**src/rtl/regfile_pkg.sv**
```systemverilog
// Shared constants and types for the register-file write arbiter.
// Requester indices follow the writeback port order of the pipeline.
package regfile_pkg;

  localparam int NREQ = 4;
  localparam int AW   = 4;
  localparam int DW   = 32;

  localparam logic [AW-1:0] REG_ZERO = 4'd0;

  typedef enum logic [1:0] {
    REQ_ALU  = 2'd0,
    REQ_LOAD = 2'd1,
    REQ_LINK = 2'd2,
    REQ_MDU  = 2'd3
  } req_idx_e;

  typedef struct packed {
    logic     found;
    req_idx_e idx;
  } pick_t;

endpackage

```
**src/rtl/regfile_write_arbiter_if.sv**
```systemverilog
// Writeback request bus plus register-file write port.
// The master side is the writeback stage and the register file; the slave side is the arbiter.
interface regfile_write_arbiter_if;
  import regfile_pkg::*;

  logic [NREQ-1:0]    req_valid;
  logic [NREQ*AW-1:0] req_addr;
  logic [NREQ*DW-1:0] req_data;
  logic [NREQ-1:0]    req_ready;
  logic               hold;
  logic               wr_valid;
  logic [AW-1:0]      wr_addr;
  logic [DW-1:0]      wr_data;
  logic [(1<<AW)-1:0] wr_en;
  logic [1:0]         last_grant;

  modport master (
    output req_valid, req_addr, req_data, hold,
    input  req_ready, wr_valid, wr_addr, wr_data, wr_en, last_grant
  );

  modport slave (
    input  req_valid, req_addr, req_data, hold,
    output req_ready, wr_valid, wr_addr, wr_data, wr_en, last_grant
  );

endinterface

```
**src/rtl/decoder4_16.sv**
```systemverilog
// 4-to-16 one-hot decoder with enable; all outputs low when disabled.
module decoder4_16 (
  input  logic [3:0]  w,
  input  logic        en,
  output logic [15:0] out
);

  always_comb begin
    out = '0;
    if (en) out[w] = 1'b1;
  end

endmodule

```
**src/rtl/regfile_write_arbiter.sv**
```systemverilog
// Round-robin arbiter sharing the single register-file write port among four
// writeback requesters, with a registered write stage and one-hot enable decode.
module regfile_write_arbiter
  import regfile_pkg::*;
#(
  parameter bit ZERO_WRITABLE = 1'b0
) (
  input  logic                   clk,
  input  logic                   rst,
  regfile_write_arbiter_if.slave bus
);

  logic [1:0]    ptr;
  pick_t         pick;
  logic          xfer;
  logic [AW-1:0] win_addr;
  logic [DW-1:0] win_data;
  logic          dec_en;

  // Scan from the lowest priority to the highest so the first valid
  // requester in round-robin order is the last one recorded.
  function automatic pick_t rr_pick(input logic [NREQ-1:0] valid,
                                    input logic [1:0]      start);
    pick_t      p;
    logic [1:0] idx;
    p.found = 1'b0;
    p.idx   = REQ_ALU;
    for (int i = NREQ - 1; i >= 0; i--) begin
      idx = start + 2'(i);
      if (valid[idx]) begin
        p.found = 1'b1;
        p.idx   = req_idx_e'(idx);
      end
    end
    return p;
  endfunction

  // NOTE: every output of a combinational block gets a default first, so no
  // path through the block leaves it unassigned and infers a latch.
  always_comb begin
    pick          = rr_pick(bus.req_valid, ptr);
    bus.req_ready = '0;
    if (pick.found && !bus.hold && !rst) bus.req_ready[pick.idx] = 1'b1;
  end

  assign xfer     = |bus.req_ready;
  assign win_addr = bus.req_addr[int'(pick.idx)*AW +: AW];
  assign win_data = bus.req_data[int'(pick.idx)*DW +: DW];

  // NOTE: state is updated with non-blocking assignments so every register
  // samples the pre-edge values regardless of statement order.
  always_ff @(posedge clk) begin
    if (rst) begin
      ptr            <= 2'd0;
      bus.last_grant <= 2'd3;
      bus.wr_valid   <= 1'b0;
      bus.wr_addr    <= '0;
      bus.wr_data    <= '0;
    end else begin
      bus.wr_valid <= xfer;
      if (xfer) begin
        ptr            <= 2'(pick.idx) + 2'd1;
        bus.last_grant <= 2'(pick.idx);
        bus.wr_addr    <= win_addr;
        bus.wr_data    <= win_data;
      end
    end
  end

  // r0 writes still retire through the handshake; only the enable is suppressed.
  assign dec_en = bus.wr_valid & ((bus.wr_addr != REG_ZERO) | ZERO_WRITABLE);

  decoder4_16 u_decoder (
    .w   (bus.wr_addr),
    .en  (dec_en),
    .out (bus.wr_en)
  );

endmodule

```
**src/flat_wrapper.sv**
```systemverilog
// flat-port wrapper written by rule: the top's interface ports become plain ports
module regfile_write_arbiter_flat import regfile_pkg::*;
#(
  parameter bit ZERO_WRITABLE = 1'b0
)
  (clk, rst, bus_req_valid, bus_req_addr, bus_req_data, bus_hold, bus_req_ready, bus_wr_valid, bus_wr_addr, bus_wr_data, bus_wr_en, bus_last_grant);
  regfile_write_arbiter_if bus_i ();
  input  logic clk;
  input  logic rst;
  input wire logic [$bits(bus_i.req_valid)-1:0] bus_req_valid;
  input wire logic [$bits(bus_i.req_addr)-1:0] bus_req_addr;
  input wire logic [$bits(bus_i.req_data)-1:0] bus_req_data;
  input wire logic [$bits(bus_i.hold)-1:0] bus_hold;
  output wire logic [$bits(bus_i.req_ready)-1:0] bus_req_ready;
  output wire logic [$bits(bus_i.wr_valid)-1:0] bus_wr_valid;
  output wire logic [$bits(bus_i.wr_addr)-1:0] bus_wr_addr;
  output wire logic [$bits(bus_i.wr_data)-1:0] bus_wr_data;
  output wire logic [$bits(bus_i.wr_en)-1:0] bus_wr_en;
  output wire logic [$bits(bus_i.last_grant)-1:0] bus_last_grant;
  assign bus_i.req_valid = bus_req_valid;
  assign bus_i.req_addr = bus_req_addr;
  assign bus_i.req_data = bus_req_data;
  assign bus_i.hold = bus_hold;
  assign bus_req_ready = bus_i.req_ready;
  assign bus_wr_valid = bus_i.wr_valid;
  assign bus_wr_addr = bus_i.wr_addr;
  assign bus_wr_data = bus_i.wr_data;
  assign bus_wr_en = bus_i.wr_en;
  assign bus_last_grant = bus_i.last_grant;
  regfile_write_arbiter #(.ZERO_WRITABLE(ZERO_WRITABLE)) u_core (.clk(clk), .rst(rst), .bus(bus_i));
endmodule
```
**config.mk**
```make
export PLATFORM = sky130hd
export DESIGN_NAME = regfile_write_arbiter_flat
export DESIGN_NICKNAME = d
export VERILOG_FILES = /design/src/rtl/regfile_pkg.sv /design/src/rtl/regfile_write_arbiter_if.sv /design/src/rtl/decoder4_16.sv /design/src/rtl/regfile_write_arbiter.sv /design/src/flat_wrapper.sv
export SDC_FILE = /design/constraint.sdc
export NUM_CORES = 1
export LEC_CHECK = 0
export CAP_MARGIN = 25
export CORE_MARGIN = 4
export CORE_UTILIZATION = 30
export DETAILED_ROUTE_END_ITERATION = 12
export GPL_ROUTABILITY_DRIVEN = 0
export PLACE_DENSITY = 0.78
export SLEW_MARGIN = 20
export SYNTH_ARGS = -nofsm -noshare
export SYNTH_HDL_FRONTEND = slang
export SYNTH_SLANG_ARGS = --single-unit
```
**constraint.sdc**
```tcl
create_clock -name clk -period 1.67 [get_ports clk]
set_clock_uncertainty 0.2 [all_clocks]
set_input_delay 0.167 -clock clk [delete_from_list [all_inputs] [get_ports clk]]
set_output_delay 0.167 -clock clk [all_outputs]
set_load 0.02 [all_outputs]
```
[Word level (Yosys, flattened, before mapping)]
Cells that the tools add are included.
Word-level totals
  bits of input ports: 151
  register bits after elaboration: 41
  output and inout bits: 59
  logic and storage cells: 46
Cells by class
  bitwise gates (word level): 1
  reduce and logical (&&, ||, !) cells: 8
  shift-type cells: 2
  add/subtract/negate cells: 4
  muxes and demuxes: 18
  magnitude comparators: 8
Operators by type and width (number)
  indexed part select 128 x 8 -> 32 bit: 1
  2-to-1 mux 16 bit: 1
  indexed part select 16 x 5 -> 4 bit: 1
  < comparator 2 x 3 -> 1 bit (second input constant): 5
  2-to-1 mux 3 bit: 4
  binary-select mux 1 bit (select 2 bit): 4
  2-to-1 mux 1 bit: 6
  < comparator 4 x 5 -> 1 bit (second input constant): 1
  adder 2 x 1 -> 2 bit (second input constant): 2
  adder 2 bit (second input constant): 2
  demux 1 bit (select 4 bit): 1
  greater-or-equal comparator 4 x 1 -> 1 bit (second input constant): 1
  logical AND 1 bit: 4
  2-to-1 mux 4 bit: 1
  nonzero test 4 bit: 1
  OR reduction 4 bit: 1
  demux 1 bit (select 2 bit): 1
  greater-or-equal comparator 2 x 1 -> 1 bit (second input constant): 1
  logical NOT 1 bit: 2
  AND 1 bit: 1

[Logic depth before layout (Yosys ltp)]
Gate-level depths: netlist of run 1.
  word-level depth: 13
  gate-level depth with buffers: 7

[By module]
A second synthesis of run 1 with hierarchy kept.
Unflattened totals
  cells, all modules: 339
  area, all modules: 2751.4 um^2
By module, submodules not included
  regfile_write_arbiter: cells each 316, instances 1, area each 2633.8 um^2
  decoder4_16: cells each 23, instances 1, area each 117.6 um^2

[Worst setup path after synthesis of run 1]
OpenSTA, ideal clock, no wires.
  path type: reg2out
  from: register u_core.ptr[1]
  to: output port bus_req_ready[0]
  setup slack: -364 ps
  required time: 1303 ps
  stages on the path, launching flop included: 6
  data arrival time: 1667 ps
  path through: dfxtp_1 or3b_1 o221a_2 buf_6 buf_2 nor3_1
On the way
  word-level cells in the longest chain between the ends: 12
  elaborated cells between the ends (all ways): 23
  classes of those cells: add/sub: 3; order compare: 2; mux: 15; reduce/logical: 3
RTL lines
  start, declared: line regfile_write_arbiter.sv:13  | logic [1:0] ptr;
  start signal, assigned: line regfile_write_arbiter.sv:62  | ptr <= 2'(pick.idx) + 2'd1;
  adder 2 bit: line regfile_write_arbiter.sv:29  | idx = start + 2'(i);
  binary-select mux 1 bit (select 2 bit): line regfile_write_arbiter.sv:30  | if (valid[idx]) begin
  2-to-1 mux 1 bit (not written as such): line regfile_write_arbiter.sv:30
  2-to-1 mux 3 bit (3 in a row): line regfile_write_arbiter.sv:30
  2-to-1 mux 3 bit *: line regfile_write_arbiter.sv:30
  < comparator 2 x 3 -> 1 bit (not written as such) / greater-or-equal comparator 2 x 1 -> 1 bit (equally long branches): line regfile_write_arbiter.sv:43  | if (pick.found && !bus.hold && !rst) bus.req_ready[pick.idx] = 1'b1;
  logical AND 1 bit (not written as such): line regfile_write_arbiter.sv:43
  2-to-1 mux 1 bit (not written as such): line regfile_write_arbiter.sv:43
  demux 1 bit (select 2 bit)
  2-to-1 mux 4 bit *: line regfile_write_arbiter.sv:43
  end, declared: line flat_wrapper.sv:14  | output wire logic [$bits(bus_i.req_ready)-1:0] bus_req_ready;
Every way passes the cells marked *; elsewhere a longest branch is shown, timed or not. The select of a mux whose other input is x is not followed.

[Worst setup path in the final report of run 1]
  from: register u_core.ptr[1]
  to: output port bus_req_ready[3]
The elaborated chain is that of the path after synthesis.

==> results of run 1 <==
==> registers in the layout, summed over array words and instances (netlist names) <==
signal / cells
u_core.bus.wr_valid: 1
u_core.bus.wr_data: 32
u_core.ptr: 2
u_core.bus.last_grant: 2
u_core.bus.wr_addr: 4
==> synthesized netlist by cell type (2+ instances only) <==
cell	count
nor2_1	15
inv_1	2
a21oi_1	2
buf_4	6
buf_2	14
nand3_1	37
a22o_1	36
nand2b_1	2
o21ai_1	2
nand2_1	145
a31oi_1	36
clkbuf_1	7
buf_6	6
dfxtp_1	41
nand3b_1	3
nor3_1	7
==> final timing paths <==
path / start / to / slack, ns / cells after the start
max: u_core.ptr[1] / bus_req_ready[3] / -0.35 / 8
min: u_core.bus.wr_data[12] / u_core.bus.wr_data[12] / 0.28 / 1
max reg2reg: u_core.ptr[1] / u_core.bus.wr_data[24] / -0.34 / 7
min reg2reg: u_core.bus.wr_data[12] / u_core.bus.wr_data[12] / 0.28 / 1
==> per-layer routing <==
layer  wire length (um)  track usage
met4                128       0.0363
met1               4320        0.240
met2               5720        0.367
met5                  0            0
met3               1020       0.0554
==> timing repair <==
item,CTS,global route
endpoints found under the setup margin,65,61
setup buffers,4,4
gates cloned,0,1
pin swaps,8,8
gates resized for setup,130,35
==> power by group through the flow <==
stage	registers, uW	clock network, uW	logic, uW
2_1_floorplan	1310	0	727
3_3_place_gp	1170	0	1630
3_5_place_dp	1180	0	1640
4_1_cts	1160	869	1740
5_1_grt	1180	897	1950
6_report	1160	845	1800
==> critical path, stage by stage (launching register included) <==
cell and delay, ns:
dfxtp_4 0.37, buf_6 0.12, a21oi_2 0.11, o21a_1 0.17
buf_6 0.11, o22ai_4 0.06, buf_12 0.15, nor3_4 0.13
buf_6 0.14
==> cell type report <==
class	count	share of cell area
multi-input combinational	301	0.323
inverter	2	0.00141
tap	105	0.0247
sequential	41	0.156
clock inverter	1	0.00566
timing repair buffer	245	0.472
clock buffer	7	0.0163
==> layout by cell type, fill, tap and decap left out, types with 2 or more instances in the layout <==
cell type	synthesis	final
nand2b_1	2	2
nor2_1	15	12
nand3_2	0	2
a21oi_2	0	2
dfxtp_2	0	5
nand3_1	37	35
buf_4	6	30
nor3_2	0	3
a31oi_1	36	35
nor3_4	0	4
a22o_1	36	36
nand2_1	145	145
buf_6	6	11
inv_1	2	2
buf_12	0	9
nand3b_1	3	3
clkbuf_8	0	6
clkdlybuf4s50_1	0	176
nor2_4	0	2
buf_2	14	3
dlymetal6s2s_1	0	5
dlygate4sd2_1	0	8
dfxtp_1	41	35
==> cells by family after synthesis <==
family | count (synthesis) | share of synthesized area
AND/OR/NAND/NOR | 213 | 0.343
flip-flops | 41 | 0.318
XOR/XNOR | 1 | 0.00339
other | 1 | 0.00145
AO/OA/AOI/OAI | 85 | 0.247
buffers and inverters | 35 | 0.0838
multiplexers | 1 | 0.00387
==> per-stage QoR <==
step                      std cells  setup slack, ns
after floorplan                 377          -0.0979
after detailed placement        686           -0.923
final                           702           -0.354
after CTS                       698           -0.367
after global routing            702           -0.439
after global placement          686           -0.872
==> flow_metrics.py, run 1 <==
metrics = {
    "outcome": {
        "status": "finished, violations left",
        "violations": "setup timing",
    },
    "timing": {
        "post-route-period-util": 1.21,
        "holdWs_ns": 0.282,
        "slew_viol_final": 0,
        "finalSetupTns_ns": -11.77,
        "rsz0062_at_grt": "yes",
        "setup_viol": 50,
        "finalWorstSetupSlack_ns": -0.354,
        "max_freq_mhz": 494,
        "period_needed_ns": 2.02,
        "final-hold-violation-count": 0,
    },
    "power": {
        "p_sw_frac": 0.334,
        "powerDensity_mw_per_mm2": 718,
        "internal_power_uw": 2540,
        "clkPwrFrac": 0.222,
        "seqPwrFrac": 0.306,
        "switchingPower_uw": 1270,
        "combPwrFrac": 0.472,
        "vdd_drop_max_mv": 0.512,
        "power_leakage_uw": 0.00230,
        "total_power_uw": 3810,
    },
    "finish": {
        "seq_area_um2": 831,
        "multi_input_area_mm2": 0.00172,
        "drive_above_1_share": 0.157,
        "layout.nets": 747,
        "diodes": 0,
        "syn2layout_area_growth_pct": 105,
        "fin_util": 0.640,
        "n_fill_cell": 727,
        "stdcell_area_mm2": 0.00531,
    },
    "detailed_routing": {
        "num_vias": 3551,
        "drc_errors": 0,
        "first_pass_iters": 5,
        "vias_per_cell": 5.06,
        "drtIter0Drc": 172,
        "drt-total-wl_um": 11200,
        "wire_per_inst_um": 15.9,
        "ant_nets": 0,
    },
    "synth": {
        "syn_area_per_cell_um2": 6.85,
        "synth_nets": 528,
        "yosysTopAreaCellShare": 0.318,
        "synth_cell_types": 32,
        "synth_edf_count": 0,
        "async_flop_share": 0,
        "ys_ff_latch": 41,
        "synth_seq_area_share": 0.318,
        "syn_area_mm2": 0.00258,
        "synth.largest_area_cell": "dfxtp_1",
        "synthFlopType": "dfxtp_1",
        "netlist_instances": 377,
        "yosysWarningCount": 0,
        "synth_area_leaders": "dfxtp_1 (32%), nand2_1 (21%), a22o_1 (12%)",
    },
    "clocking": {
        "cts_tree": "built",
        "cts_buffer_depth": 2,
        "ctsRootBufferMaster": "clkbuf_8",
        "cts.clk_slew.worst_paths_ns": 0.08,
        "cts_made_buffers": 5,
        "htree_levels": 2,
        "hold_buffers": 0,
        "clk_latency_ns": 0.29,
        "cts.sinks": 41,
    },
    "place": {
        "hpwl_um": 8400,
        "portBuffers": 208,
        "placed_cell_area_mm2": 0.00491,
    },
    "global_routing": {
        "grt_pass1_wl_um": 16900,
        "grt_max_degree": 42,
        "grt_pass1_vias": 3549,
        "overflow": 0,
        "groute.usage.overall": 0.203,
        "antenna_found_initial": 0,
    },
    "floorplanning": {
        "initial_core_util": 0.311,
        "coreArea_mm2": 0.00830,
        "std_cell_rows": 33,
        "die_x_um": 101,
        "dieArea_mm2": 0.0102,
        "die_h_um": 101,
        "io_pins": 210,
    },
    "setup_path": {
        "cp-start-kind": "register",
        "cp.required_ns": 1.30,
        "critical_path.max_fanout": 5,
        "criticalPathCategory": "reg2out",
        "cp.arrival_ns": 1.66,
        "endpoint_kind": "primary output",
    },
    "worst_hold_path": {
        "hold_class": "reg2reg",
    },
    "job": {
        "cap_violations": 0,
    },
}
Note: power is estimated with default switching activity, not from simulation.
==> run 2, diff against run 1 <==
==> constraint.sdc (replaced) <==
create_clock -name clk -period 1.8 [get_ports clk]
set_clock_uncertainty 0.2 [all_clocks]
set_input_delay 0.18 -clock clk [delete_from_list [all_inputs] [get_ports clk]]
set_output_delay 0.18 -clock clk [all_outputs]
set_load 0.02 [all_outputs]
==> run 2 against run 1 <==
Compared with the run above:
- critical path depth is 3 lower
- clock power fell by 6.2%
- the flow still finishes with violations (setup timing)
- non-clock buffer count rose by 9
- via count up 3.9%
- sequential cell count did not move
- cell area grew 6.2%
- combinational power grew 11%
- sequential power shrank 7%
- utilization rose by 4.0 points
==> flow_metrics.py, run 2 (synthesis gave the netlist of run 1 again) <==
metrics = {
    "outcome": {
        "status": "finished, violations left",
        "violations": "setup timing",
    },
    "setup_path": {
        "critical_path.top_delay_family": "flip-flops",
        "cp.arrival_ns": 1.69,
        "cp.depth": 5,
        "cp-start-kind": "register",
        "r2r_setup_slack_ns": -0.23,
        "critPathMaxStageDelay_ns": 0.38,
        "reg2regPathDepth": 9,
        "critPathBufInv": 2,
        "criticalPathCategory": "reg2out",
        "critical_path.max_fanout": 6,
        "r2r_end": "u_core.bus.wr_data[17]",
        "crit_chain": "mux2i_4 > buf_4 > o221a_4 > nor3_4 > buf_6",
        "crit_path_start": "u_core.ptr[1]",
        "worstReg2RegStart": "u_core.ptr[1]",
        "cp.required_ns": 1.42,
        "cpMaxStageDelayCell": "dfxtp_4",
        "endpoint_kind": "primary output",
        "endpoint": "bus_req_ready[2]",
    },
    "timing": {
        "finalWorstSetupSlack_ns": -0.268,
        "rsz0062_at_grt": "yes",
        "setup_viol": 43,
        "final-hold-violation-count": 0,
        "max_freq_mhz": 484,
        "holdWs_ns": 0.269,
        "period_needed_ns": 2.07,
        "post-route-period-util": 1.15,
        "slew_viol_final": 0,
    },
    "detailed_routing": {
        "first_pass_iters": 4,
        "vias_per_cell": 5.19,
        "ant_nets": 0,
        "drt-total-wl_um": 12700,
        "num_vias": 3689,
        "drc_errors": 0,
        "drtIter0Drc": 186,
        "wire_per_inst_um": 17.9,
    },
    "global_routing": {
        "groute.usage.overall": 0.227,
        "grt_use_met3": 0.0554,
        "antenna_found_initial": 0,
        "use_met2": 0.421,
        "met1_usage": 0.254,
        "overflow": 0,
        "grt_max_degree": 54,
        "busiest_layer": "met2",
        "grt_pass1_wl_um": 18200,
        "grt_pass1_vias": 3632,
    },
    "power": {
        "combPwrFrac": 0.514,
        "internal_power_uw": 2540,
        "p_sw_frac": 0.341,
        "total_power_uw": 3860,
        "clkPwrFrac": 0.205,
        "power_leakage_uw": 0.00246,
        "seqPwrFrac": 0.280,
        "switchingPower_uw": 1320,
        "vdd_drop_max_mv": 0.365,
        "powerDensity_mw_per_mm2": 685,
    },
    "floorplanning": {
        "io_pins": 210,
        "std_cell_rows": 33,
        "dieArea_mm2": 0.0102,
        "initial_core_util": 0.311,
        "die_h_um": 101,
        "die_x_um": 101,
        "coreArea_mm2": 0.00830,
    },
    "finish": {
        "layout.nets": 756,
        "diodes": 0,
        "regMostFlops": "u_core.bus.wr_data",
        "drive_above_1_share": 0.211,
        "reg_top3": "u_core.bus.wr_data: 32 flops, u_core.bus.wr_addr: 4 flops",
        "layout_commonest_cell": "clkdlybuf4s50_1",
        "final_cell_mix": "clkdlybuf4s50_1 (182), nand2_1 (145), dfxtp_1 (39), a31oi_1 (36), a22o_1 (36)",
        "fin_cells": 711,
        "largest_register_ffs": 32,
        "syn2layout_area_growth_pct": 118,
    },
    "clocking": {
        "cts.clk_slew.worst_paths_ns": 0.08,
        "clk_latency_ns": 0.29,
        "ctsRootBufferMaster": "clkbuf_8",
        "cts_buffer_depth": 2,
        "cts_tree": "built",
        "htree_levels": 2,
        "cts_made_buffers": 5,
        "cts.sinks": 41,
    },
    "worst_hold_path": {
        "hold_class": "reg2reg",
    },
    "job": {
        "cap_violations": 0,
    },
    "place": {
        "dp.cells": 685,
        "portBuffers": 208,
        "hpwl_um": 8310,
    },
}
## run 2: area by class of cell
type                            instances  area [um^2]
Sequential cell                        41          826
Clock inverter                          1         30.0
Fill cell                             707         2660
Multi-Input combinational cell        301         1870
Timing Repair Buffer                  254         2680
Inverter                                2         7.51
Tap cell                              105          131
Clock buffer                            7         86.3
## run 2: power by group through the flow
stage          clock [uW]  sequential, uW  combinational, uW
5_1_grt               854            1100               2120
6_report              793            1080               1990
2_1_floorplan           0            1220                657
4_1_cts               810            1080               1890
3_5_place_dp            0            1100               1510
3_3_place_gp            0            1090               1490
## run 2: repair_timing
action                                 in CTS  in global routing
setup endpoints to repair                  60                 61
gates cloned                                6                  2
pin swaps                                   7                  5
endpoints found under the hold margin       0                  0
gates resized for setup                   134                 39
buffers inserted                           10                  0
hold buffers                                0                  0
## run 2: how the worst min path moves through the flow
stage	from	to	slack, ns	cells past startpoint
global placement	u_core.bus.last_grant[0]	u_core.bus.last_grant[0]	0.25	1
detailed placement	u_core.bus.last_grant[0]	u_core.bus.last_grant[0]	0.25	1
global route	u_core.bus.wr_data[29]	u_core.bus.wr_data[29]	0.30	1
floorplan	rst	u_core.ptr[0]	0.05	1
finish	u_core.bus.last_grant[0]	u_core.bus.last_grant[0]	0.27	1
CTS	u_core.bus.last_grant[0]	u_core.bus.last_grant[0]	0.28	1
## run 2: per-layer routing
layer / routed length (um) / vias to the layer above
met2: 6590 / 168
met3: 1230 / 20
li1: - / 1786
met4: 243 / 0
met5: 0 / -
met1: 4660 / 1715
## run 2: through the flow
stage	TNS [ns]	utilization	setup slack (ns)	instance area, um^2
after detailed placement	-33.74	0.590	-0.838	4900
after floorplan	0	-	0.00816	2620
after CTS	-7.18	0.667	-0.219	5540
after global placement	-31.13	0.590	-0.768	4900
after global routing	-11.56	0.679	-0.318	5640
final	-7.93	0.679	-0.268	5640
